[src/rtl/clk_step_ctrl_if.sv]
// Board-side controls and CPU-side clock enables of the clock sequencer.
// master = board/CPU environment, slave = clk_step_ctrl.
interface clk_step_ctrl_if;
  logic        run_sw;
  logic        step_btn;
  logic        sw_rst;
  logic        cpu_ce;
  logic        mem_ce;
  logic        cpu_rst;
  logic [1:0]  state;
  logic [31:0] cycle_cnt;

  modport master (
    output run_sw, step_btn, sw_rst,
    input  cpu_ce, mem_ce, cpu_rst, state, cycle_cnt
  );

  modport slave (
    input  run_sw, step_btn, sw_rst,
    output cpu_ce, mem_ce, cpu_rst, state, cycle_cnt
  );
endinterface

[src/rtl/clk_step_ctrl.sv]
// CPU clock sequencer: paced mem_ce/cpu_ce pulses with run, halt, debounced single-step
// and a reset phase that issues RST_HOLD CPU cycles with cpu_rst asserted.
module clk_step_ctrl #(
  parameter int unsigned DIV_RUN    = 500000,
  parameter int unsigned CW         = 24,
  parameter int unsigned DEB_CYCLES = 1000000,
  parameter int unsigned RST_HOLD   = 3
) (
  input  logic           clkin,
  input  logic           rst_n,
  clk_step_ctrl_if.slave bus
);
  localparam int unsigned DW = $clog2(DEB_CYCLES + 1);
  localparam int unsigned HW = $clog2(RST_HOLD + 1);

  typedef enum logic [1:0] {
    ST_RST  = 2'b00,
    ST_HALT = 2'b01,
    ST_RUN  = 2'b10,
    ST_STEP = 2'b11
  } state_e;

  state_e        state_q, state_d;
  logic [1:0]    run_sync_q, step_sync_q, rst_sync_q;
  logic          deb_lvl_q, deb_lvl_d;
  logic [DW-1:0] deb_cnt_q, deb_cnt_d;
  logic [CW-1:0] counter_q, counter_d;
  logic          phase_q, phase_d;
  logic          mem_ce_q, mem_ce_d;
  logic          cpu_ce_q, cpu_ce_d;
  logic [HW-1:0] hold_q, hold_d;
  logic          stop_q, stop_d;
  logic [31:0]   cyc_q, cyc_d;
  logic          run_s, step_s, sw_s;
  logic          step_req;
  logic          wrap;

  assign run_s  = run_sync_q[1];
  assign step_s = step_sync_q[1];
  assign sw_s   = rst_sync_q[1];
  assign wrap   = (counter_q == CW'(DIV_RUN - 1));

  // The step request fires on the same edge the accepted level rises.
  always_comb begin
    deb_lvl_d = deb_lvl_q;
    deb_cnt_d = '0;
    step_req  = 1'b0;
    if (step_s != deb_lvl_q) begin
      if (deb_cnt_q == DW'(DEB_CYCLES - 1)) begin
        deb_lvl_d = step_s;
        step_req  = step_s;
      end else begin
        deb_cnt_d = deb_cnt_q + DW'(1);
      end
    end
  end

  always_comb begin
    state_d   = state_q;
    hold_d    = hold_q;
    stop_d    = stop_q;
    cyc_d     = cyc_q;
    counter_d = '0;
    phase_d   = 1'b0;
    mem_ce_d  = 1'b0;
    cpu_ce_d  = 1'b0;

    case (state_q)
      ST_RST: begin
        if (cpu_ce_q) begin
          hold_d = hold_q + HW'(1);
          if (hold_q == HW'(RST_HOLD - 1)) begin
            state_d = run_s ? ST_RUN : ST_HALT;
          end
        end
      end
      ST_HALT: begin
        if (run_s) begin
          state_d = ST_RUN;
        end else if (step_req) begin
          state_d = ST_STEP;
        end
      end
      ST_RUN: begin
        // A halt request is remembered and only acted on at the cpu_ce ending a CPU cycle.
        if (!run_s) begin
          stop_d = 1'b1;
        end
        if (cpu_ce_q && (stop_q || !run_s)) begin
          state_d = ST_HALT;
        end
      end
      ST_STEP: begin
        if (cpu_ce_q) begin
          state_d = ST_HALT;
        end
      end
      default: state_d = ST_RST;
    endcase

    if (cpu_ce_q && state_q != ST_RST) begin
      cyc_d = cyc_q + 32'd1;
    end

    if (sw_s) begin
      state_d = ST_RST;
      hold_d  = '0;
      cyc_d   = '0;
    end

    if (state_d != ST_RUN) begin
      stop_d = 1'b0;
    end
    if (state_d != ST_RST) begin
      hold_d = '0;
    end

    // Pacing is frozen at zero in HALT and on the edge entering it, so every start is aligned.
    if (!sw_s && state_q != ST_HALT && state_d != ST_HALT) begin
      counter_d = wrap ? '0 : counter_q + CW'(1);
      phase_d   = wrap ? ~phase_q : phase_q;
      mem_ce_d  = wrap & ~phase_q;
      cpu_ce_d  = wrap & phase_q;
    end
  end

  always_ff @(posedge clkin or negedge rst_n) begin
    if (!rst_n) begin
      run_sync_q  <= '0;
      step_sync_q <= '0;
      rst_sync_q  <= '0;
      deb_lvl_q   <= 1'b0;
      deb_cnt_q   <= '0;
      state_q     <= ST_RST;
      counter_q   <= '0;
      phase_q     <= 1'b0;
      mem_ce_q    <= 1'b0;
      cpu_ce_q    <= 1'b0;
      hold_q      <= '0;
      stop_q      <= 1'b0;
      cyc_q       <= '0;
    end else begin
      run_sync_q  <= {run_sync_q[0], bus.run_sw};
      step_sync_q <= {step_sync_q[0], bus.step_btn};
      rst_sync_q  <= {rst_sync_q[0], bus.sw_rst};
      deb_lvl_q   <= deb_lvl_d;
      deb_cnt_q   <= deb_cnt_d;
      state_q     <= state_d;
      counter_q   <= counter_d;
      phase_q     <= phase_d;
      mem_ce_q    <= mem_ce_d;
      cpu_ce_q    <= cpu_ce_d;
      hold_q      <= hold_d;
      stop_q      <= stop_d;
      cyc_q       <= cyc_d;
    end
  end

  assign bus.cpu_ce    = cpu_ce_q;
  assign bus.mem_ce    = mem_ce_q;
  assign bus.cpu_rst   = (state_q == ST_RST);
  assign bus.state     = state_q;
  assign bus.cycle_cnt = cyc_q;
endmodule

[src/flat_wrapper.sv]
// flat-port wrapper written by rule: the top's interface ports become plain ports
module clk_step_ctrl_flat 
#(
  parameter int unsigned DIV_RUN    = 500000,
  parameter int unsigned CW         = 24,
  parameter int unsigned DEB_CYCLES = 1000000,
  parameter int unsigned RST_HOLD   = 3
)
  (clkin, rst_n, bus_run_sw, bus_step_btn, bus_sw_rst, bus_cpu_ce, bus_mem_ce, bus_cpu_rst, bus_state, bus_cycle_cnt);
  clk_step_ctrl_if bus_i ();
  input  logic clkin;
  input  logic rst_n;
  input wire logic [$bits(bus_i.run_sw)-1:0] bus_run_sw;
  input wire logic [$bits(bus_i.step_btn)-1:0] bus_step_btn;
  input wire logic [$bits(bus_i.sw_rst)-1:0] bus_sw_rst;
  output wire logic [$bits(bus_i.cpu_ce)-1:0] bus_cpu_ce;
  output wire logic [$bits(bus_i.mem_ce)-1:0] bus_mem_ce;
  output wire logic [$bits(bus_i.cpu_rst)-1:0] bus_cpu_rst;
  output wire logic [$bits(bus_i.state)-1:0] bus_state;
  output wire logic [$bits(bus_i.cycle_cnt)-1:0] bus_cycle_cnt;
  assign bus_i.run_sw = bus_run_sw;
  assign bus_i.step_btn = bus_step_btn;
  assign bus_i.sw_rst = bus_sw_rst;
  assign bus_cpu_ce = bus_i.cpu_ce;
  assign bus_mem_ce = bus_i.mem_ce;
  assign bus_cpu_rst = bus_i.cpu_rst;
  assign bus_state = bus_i.state;
  assign bus_cycle_cnt = bus_i.cycle_cnt;
  clk_step_ctrl #(.DIV_RUN(DIV_RUN), .CW(CW), .DEB_CYCLES(DEB_CYCLES), .RST_HOLD(RST_HOLD)) u_core (.clkin(clkin), .rst_n(rst_n), .bus(bus_i));
endmodule
[config.mk]
export PLATFORM = sky130hd
export DESIGN_NAME = clk_step_ctrl_flat
export DESIGN_NICKNAME = d
export VERILOG_FILES = /design/src/rtl/clk_step_ctrl_if.sv /design/src/rtl/clk_step_ctrl.sv /design/src/flat_wrapper.sv
export SDC_FILE = /design/constraint.sdc
export NUM_CORES = 1
export LEC_CHECK = 0
export CAP_MARGIN = 20
export CORE_MARGIN = 5
export CORE_UTILIZATION = 52
export CTS_CLUSTER_DIAMETER = 150
export CTS_CLUSTER_SIZE = 40
export DETAILED_ROUTE_END_ITERATION = 10
export PLACE_DENSITY = 0.77
export SLEW_MARGIN = 10
export SYNTH_ARGS = -nofsm -noshare
export SYNTH_HDL_FRONTEND = slang
export SYNTH_SLANG_ARGS = --single-unit
[constraint.sdc]
create_clock -name clkin -period 3.6 [get_ports clkin]
set_input_delay 0.72 -clock clkin [delete_from_list [all_inputs] [get_ports clkin]]
set_output_delay 0.72 -clock clkin [all_outputs]
set_load 0.1 [all_outputs]
==> flow_metrics.py, run 1 <==
metrics = {
    "clock_network": {
        "cts_tree": "yes",
        "cts_setup_buffers": 0,
        "cts_root_buf": "clkbuf_8",
        "clock-sinks": 91,
        "cts_buffers": 9,
        "cts.hold.buffers_added": 0,
        "path_clk_slew_ns": 0.09,
        "clk_latency_ns": 0.36,
        "ctsResizeCount": 0,
        "clk_path_buf_depth": 2,
        "cts_max_level": 3,
    },
    "critical_path": {
        "critPathBufInv": 1,
        "max_stage_delay_ns": 1.17,
        "r2r_slack_ns": 1.29,
        "crit_arrival_ns": 1.98,
        "crit_type": "reg -> out",
        "startpoint_type": "flip-flop",
        "r2r_cells": 4,
        "crit_path_end_kind": "output port",
        "crit_chain": "clkdlybuf4s50_1",
        "slowest_stage": "clkdlybuf4s50_1",
        "r2r-start": "u_core.bus.state[1]$_DFF_PN0_",
        "required_ns": 2.88,
        "critical-path-top-delay-family": "buffers and inverters",
        "critPathMaxFanout": 8,
        "r2r-end": "u_core.bus.cycle_cnt[26]$_DFFE_PN0P_",
    },
    "min_path": {
        "hold_path_end": "u_core.step_sync_q[1]$_DFF_PN0_",
        "holdPathStages": 0,
        "worstHoldStart": "u_core.step_sync_q[0]$_DFF_PN0_",
        "min_path_type": "reg -> reg",
    },
    "grt": {
        "grt_pass1_vias": 3735,
        "antenna_found_initial": 0,
        "grt_overflow": 0,
        "grt_use_total_pct": 18.8,
        "grt_max_degree": 49,
        "grt_pass1_wl_um": 17600,
    },
    "finish": {
        "multiInputGateArea_um2": 2260,
        "area_delta_synth_final_pct": 14.8,
        "fillCellCount": 757,
        "final_core_util_pct": 61.5,
        "nNetsFinal": 521,
        "mostFrequentLayoutCells": "dfrtp_1 (91), clkdlybuf4s50_1 (35), a21oi_1 (34)",
        "antennaDiodeCount": 0,
        "final_common_cell": "dfrtp_1",
        "regArea_um2": 2280,
        "layout-drive-gt1-share_pct": 8.70,
    },
    "timing": {
        "hold_viol": 0,
        "finalSetupTns_ns": 0,
        "period_share_pct": 75.1,
        "setup_viol": 0,
        "rsz0062_at_grt": "false",
        "fin_crit_ns": 2.70,
        "worst_pin_slew_ns": 0.988,
        "clock_skew_ns": 0.0110,
        "slew_headroom_pct": 33.9,
        "fmax_ghz": 0.370,
        "final_max_slew_viol_count": 0,
    },
    "floorplan": {
        "core_um2": 8760,
        "die-area_um2": 11000,
        "num_io_pins": 42,
        "die_x_um": 105,
        "initial_utilization_pct": 53.5,
        "num_rows": 34,
        "die_h_um": 105,
    },
    "yosys": {
        "synth.avg_cell_area_um2": 9.79,
        "syn_inst": 479,
        "async_flop_share_pct": 100,
        "yosys_warnings": 0,
        "synth_seq_cells": 91,
        "synth_edf_count": 0,
        "syn-num-nets": 488,
        "ys_seq_area_share_pct": 48.5,
        "synth_ff_type": "dfrtp_1",
        "ys_types": 46,
        "syn-cell-area_um2": 4690,
    },
    "placement": {
        "routabilityCongestion": 0.811,
        "hpwl_um": 7010,
        "portBuffers": 41,
    },
    "job": {
        "cap_violations": 0,
    },
    "power_and_ir_drop": {
        "peakVddDrop_uv": 201,
        "power.leakage_nw": 2.04,
        "power_density_nw_per_um2": 343,
    },
    "drt": {
        "routedWlPerCell_um": 16.5,
        "drcViolationCount": 0,
        "vias": 3872,
        "drtAntennaViolNets": 0,
        "dr.pass1.iters": 5,
        "drt_wl_total_um": 10300,
        "drt_iter0_drc": 249,
        "via_per_inst": 6.20,
    },
    "outcome": {
        "status": "completed",
    },
}
-- metrics by stage --
| stage | instances | area, um^2 | total power, W | hold slack [ns] | setup WS (ns) |
|---|---|---|---|---|---|
| floorplan | 479 | 4690 | 0.00108 | 0.331 | 0.560 |
| global placement | 609 | 5170 | 0.00112 | 0.333 | 1.30 |
| detailed placement | 609 | 5170 | 0.00112 | 0.338 | 1.28 |
| CTS | 625 | 5390 | 0.00187 | 0.357 | 0.881 |
| global route | 625 | 5390 | 0.00192 | 0.388 | 0.839 |
| finish | 625 | 5390 | 0.00185 | 0.356 | 0.896 |
-- synthesized netlist by cell type (all sizes together), types with 2 or more instances --
cell      n  area [um^2]
or3      13         81.3
o211ai    6         45.0
nor4      4         37.5
o41ai     3         26.3
or4      28          210
o31ai    25          188
xnor2    12          105
a21oi    34          170
nor3b     4         30.0
nand3    26          130
a31oi     2         12.5
or4b      3         30.0
nand4    23          156
o22ai     2         12.5
o21ai    14         70.1
dfrtp    91         2280
nand2    23         86.3
o21ba     2         20.0
or2       4         25.0
ha        4         50.1
o2111ai   2         17.5
xor2     20          175
nand2b    3         18.8
buf      10         48.8
and4      9         81.3
nor2     24         90.1
clkbuf   15         56.3
and3      8         50.1
a211oi   11         82.6
inv      14         52.6
and2      7         43.8
nor3     21          105
nor4b     3         26.3
-- power breakdown --
group,internal (W),total [W],switching [W]
Clock,0.000393,0.000755,0.000363
Sequential,0.00103,0.00104,0.00000866
Combinational,0.0000137,0.0000557,0.0000420
-- cell families (layout without fill, tap and decap cells) --
group / Yosys count / in the layout / synth area share, %
simple gates: 205 / 205 / 26.0
compound gates: 106 / 106 / 14.6
flops: 91 / 91 / 48.5
buf+inv: 39 / 77 / 3.36
xor+xnor: 32 / 32 / 5.97
fa+ha+maj: 4 / 4 / 1.07
mux: 2 / 2 / 0.453
-- metal layers --
| metal | part of all wire [%] | GRT usage [%] | vias up |
|---|---|---|---|
| li1 | - | - | 1876 |
| met1 | 46 | 25.3 | 1895 |
| met4 | 1.7 | 7.40 | 0 |
| met2 | 48 | 30.4 | 87 |
| met5 | 0 | 0 | - |
| met3 | 4.2 | 3.08 | 14 |
-- final cells by class --
class / count / share of cell area, %
multi-input combinational: 349 / 42.0
tap: 108 / 2.51
inverter: 14 / 0.976
timing repair buffer: 47 / 8.18
clock inverter: 6 / 1.67
clock buffer: 10 / 2.37
sequential: 91 / 42.3
-- how the worst max path moves through the flow --
stage | end | cells past startpoint | from
final | bus_cycle_cnt[10] | 1 | u_core.bus.cycle_cnt[10]$_DFFE_PN0P_
after global routing | bus_cycle_cnt[14] | 1 | u_core.bus.cycle_cnt[14]$_DFFE_PN0P_
after CTS | bus_cycle_cnt[15] | 1 | u_core.bus.cycle_cnt[15]$_DFFE_PN0P_
after detailed placement | bus_cycle_cnt[15] | 1 | u_core.bus.cycle_cnt[15]$_DFFE_PN0P_
after global placement | bus_cycle_cnt[8] | 1 | u_core.bus.cycle_cnt[8]$_DFFE_PN0P_
after floorplan | bus_cpu_rst | 2 | u_core.bus.state[1]$_DFF_PN0_
-- registers in the layout, indices dropped and copies added, names as in the netlist --
signal,flops
u_core.rst_sync_q,2
u_core.stop_q,1
u_core.bus.cpu_ce,1
u_core.hold_q,2
u_core.counter_q,24
u_core.deb_lvl_q,1
u_core.bus.cycle_cnt,32
u_core.run_sync_q,2
u_core.step_sync_q,2
u_core.bus.mem_ce,1
u_core.deb_cnt_q,20
u_core.bus.state,2
u_core.phase_q,1
(Power assumes the default switching activity.)
==> run 2: changes to the inputs <==
--- a/config.mk
+++ b/config.mk
@@ -11,7 +11,7 @@
 export CTS_CLUSTER_DIAMETER = 150
 export CTS_CLUSTER_SIZE = 40
 export DETAILED_ROUTE_END_ITERATION = 10
-export PLACE_DENSITY = 0.77
+export PLACE_DENSITY = 0.8
 export SLEW_MARGIN = 10
 export SYNTH_ARGS = -nofsm -noshare
 export SYNTH_HDL_FRONTEND = slang
==> constraint.sdc (replaced) <==
create_clock -name clkin -period 2.4 [get_ports clkin]
set_input_delay 0.48 -clock clkin [delete_from_list [all_inputs] [get_ports clkin]]
set_output_delay 0.48 -clock clkin [all_outputs]
set_load 0.1 [all_outputs]
==> run 2 against run 1 <==
Net effect:
- worst setup slack lost 0.69 ns
- core utilization fell by 0.17 points
- combinational power increased by 56%
- clock skew barely moved
- total power up 47%
- highest routed layer unchanged
==> flow_metrics.py, run 2 (same netlist as run 1, synthesis figures left out) <==
metrics = {
    "timing": {
        "fin_crit_ns": 2.19,
        "clock_skew_ns": 0.0108,
        "worst_pin_slew_ns": 0.887,
        "slew_headroom_pct": 40.6,
        "rsz0062_at_grt": "false",
        "hold_viol": 0,
        "fmax_ghz": 0.456,
        "finalSetupTns_ns": 0,
        "setup_viol": 0,
        "final_max_slew_viol_count": 0,
        "period_share_pct": 91.4,
    },
    "power_and_ir_drop": {
        "power_density_nw_per_um2": 507,
        "pwr-share-comb_pct": 3.2,
        "netSwitchingPower_w": 0.000655,
        "switching_share_pct": 24.1,
        "p_seq_share_pct": 57.3,
        "peakVddDrop_uv": 351,
        "internal-power_w": 0.00207,
        "power.leakage_nw": 2.11,
        "share_clk_of_total_power_pct": 39.5,
    },
    "min_path": {
        "min_path_type": "in -> async",
    },
    "drt": {
        "drcViolationCount": 0,
        "drtAntennaViolNets": 0,
        "routedWlPerCell_um": 15.5,
        "via_per_inst": 6.07,
        "drt_iter0_drc": 239,
        "vias": 3833,
        "drt_wl_total_um": 9780,
        "dr.pass1.iters": 5,
    },
    "floorplan": {
        "die-area_um2": 11000,
        "core_um2": 8760,
        "die_h_um": 105,
        "num_io_pins": 42,
        "initial_utilization_pct": 53.5,
        "num_rows": 34,
        "die_x_um": 105,
    },
    "critical_path": {
        "r2r_cells": 5,
        "required_ns": 2.68,
        "path_depth": 5,
        "startpoint_type": "flip-flop",
        "crit_type": "reg -> reg",
        "crit_arrival_ns": 2.47,
        "crit_chain": "ha_1, nand4_2, or4_1, or4_1, a211oi_1",
        "max_stage_delay_ns": 0.65,
        "critical-path-top-delay-family": "simple AND/OR/NAND/NOR gates",
        "cpMostUsedCell": "or4_1",
        "slowest_stage": "or4_1",
        "critPathMaxFanout": 8,
        "crit_path_end_kind": "flip-flop",
        "critPathBufInv": 0,
    },
    "placement": {
        "hpwl_um": 6770,
        "portBuffers": 41,
        "routabilityCongestion": 0.843,
        "dp_cells": 615,
    },
    "finish": {
        "largest_reg_flops": 32,
        "area_delta_synth_final_pct": 14.5,
        "final_common_cell": "dfrtp_1",
        "layout-drive-gt1-share_pct": 18.9,
        "antennaDiodeCount": 0,
        "final_cells": 631,
        "mostFrequentLayoutCells": "dfrtp_1 (77), buf_4 (49), a21oi_1 (34)",
        "regArea_um2": 2290,
        "nNetsFinal": 527,
        "multiInputGateArea_um2": 2260,
        "fillCellCount": 702,
    },
    "grt": {
        "use_met1_pct": 25.7,
        "grt_use_total_pct": 18.5,
        "grt_overflow": 0,
        "grt_pass1_wl_um": 17300,
        "grt_max_degree": 44,
        "busiest_layer": "met2",
        "met2_usage_pct": 29.4,
        "antenna_found_initial": 0,
        "grt_pass1_vias": 3658,
        "grt.met3_usage_pct": 3.88,
    },
    "clock_network": {
        "clk_latency_ns": 0.36,
        "clock-sinks": 91,
        "cts_max_level": 3,
        "ctsResizeCount": 0,
        "cts_setup_buffers": 0,
        "clk_path_buf_depth": 2,
        "cts_buffers": 9,
        "cts.hold.buffers_added": 0,
        "cts_root_buf": "clkbuf_8",
        "path_clk_slew_ns": 0.10,
        "cts_tree": "yes",
    },
    "job": {
        "cap_violations": 0,
    },
    "outcome": {
        "status": "completed",
    },
}
## run 2: worst paths after layout
check | to | startpoint | slack, ns
max | u_core.counter_q[22]$_DFF_PN0_ | u_core.counter_q[0]$_DFF_PN0_ | 0.21
min | u_core.bus.cycle_cnt[15]$_DFFE_PN0P_ | rst_n | 0.007
max reg2reg | u_core.counter_q[22]$_DFF_PN0_ | u_core.counter_q[0]$_DFF_PN0_ | 0.21
min reg2reg | u_core.step_sync_q[1]$_DFF_PN0_ | u_core.step_sync_q[0]$_DFF_PN0_ | 0.35
max in group asynchronous | u_core.bus.cycle_cnt[7]$_DFFE_PN0P_ | rst_n | 1.74
min in group clkin | u_core.step_sync_q[1]$_DFF_PN0_ | u_core.step_sync_q[0]$_DFF_PN0_ | 0.35
## run 2: routing by layer
metal	vias to the layer above	wire length (um)
li1	1886	-
met1	1836	4540
met2	103	4620
met3	8	527
met4	0	95
met5	-	0
## run 2: layout make-up
cell class                      instances  area share [%]
Clock buffer                            9            2.31
Clock inverter                          7            1.51
Inverter                               14           0.979
Multi-Input combinational cell        349            42.2
Sequential cell                        91            42.7
Tap cell                              108            2.52
Timing Repair Buffer                   53            7.78
## run 2: power by group through the flow
stage | combinational (W) | clock, W | sequential [W]
4_1_cts | 0.0000899 | 0.00110 | 0.00156
5_1_grt | 0.000102 | 0.00118 | 0.00156
3_3_place_gp | 0.0000883 | 0 | 0.00159
6_report | 0.0000870 | 0.00108 | 0.00156
2_1_floorplan | 0.0000363 | 0 | 0.00159
3_5_place_dp | 0.0000896 | 0 | 0.00159
## run 2: metrics by stage
stage               cell area [um^2]  total power (W)  util (%)  hold WS [ns]  worst slack (ns)
floorplan                       4710          0.00162         -         0.184           0.00515
global placement                5160          0.00168      58.9         0.337             0.259
detailed placement              5160          0.00168      58.9         0.336             0.200
CTS                             5370          0.00275      61.3       0.00554             0.211
global route                    5370          0.00285      61.3        0.0146            0.0610
finish                          5370          0.00272      61.3       0.00743             0.205
==> run 3: changes to the inputs <==
--- a/config.mk
+++ b/config.mk
@@ -12,7 +12,7 @@
 export CTS_CLUSTER_SIZE = 40
 export DETAILED_ROUTE_END_ITERATION = 10
 export PLACE_DENSITY = 0.8
-export SLEW_MARGIN = 10
+export SLEW_MARGIN = 15
 export SYNTH_ARGS = -nofsm -noshare
 export SYNTH_HDL_FRONTEND = slang
 export SYNTH_SLANG_ARGS = --single-unit
==> results of run 3 <==
Final layout, timing and power as in run 2 (identical DEF).
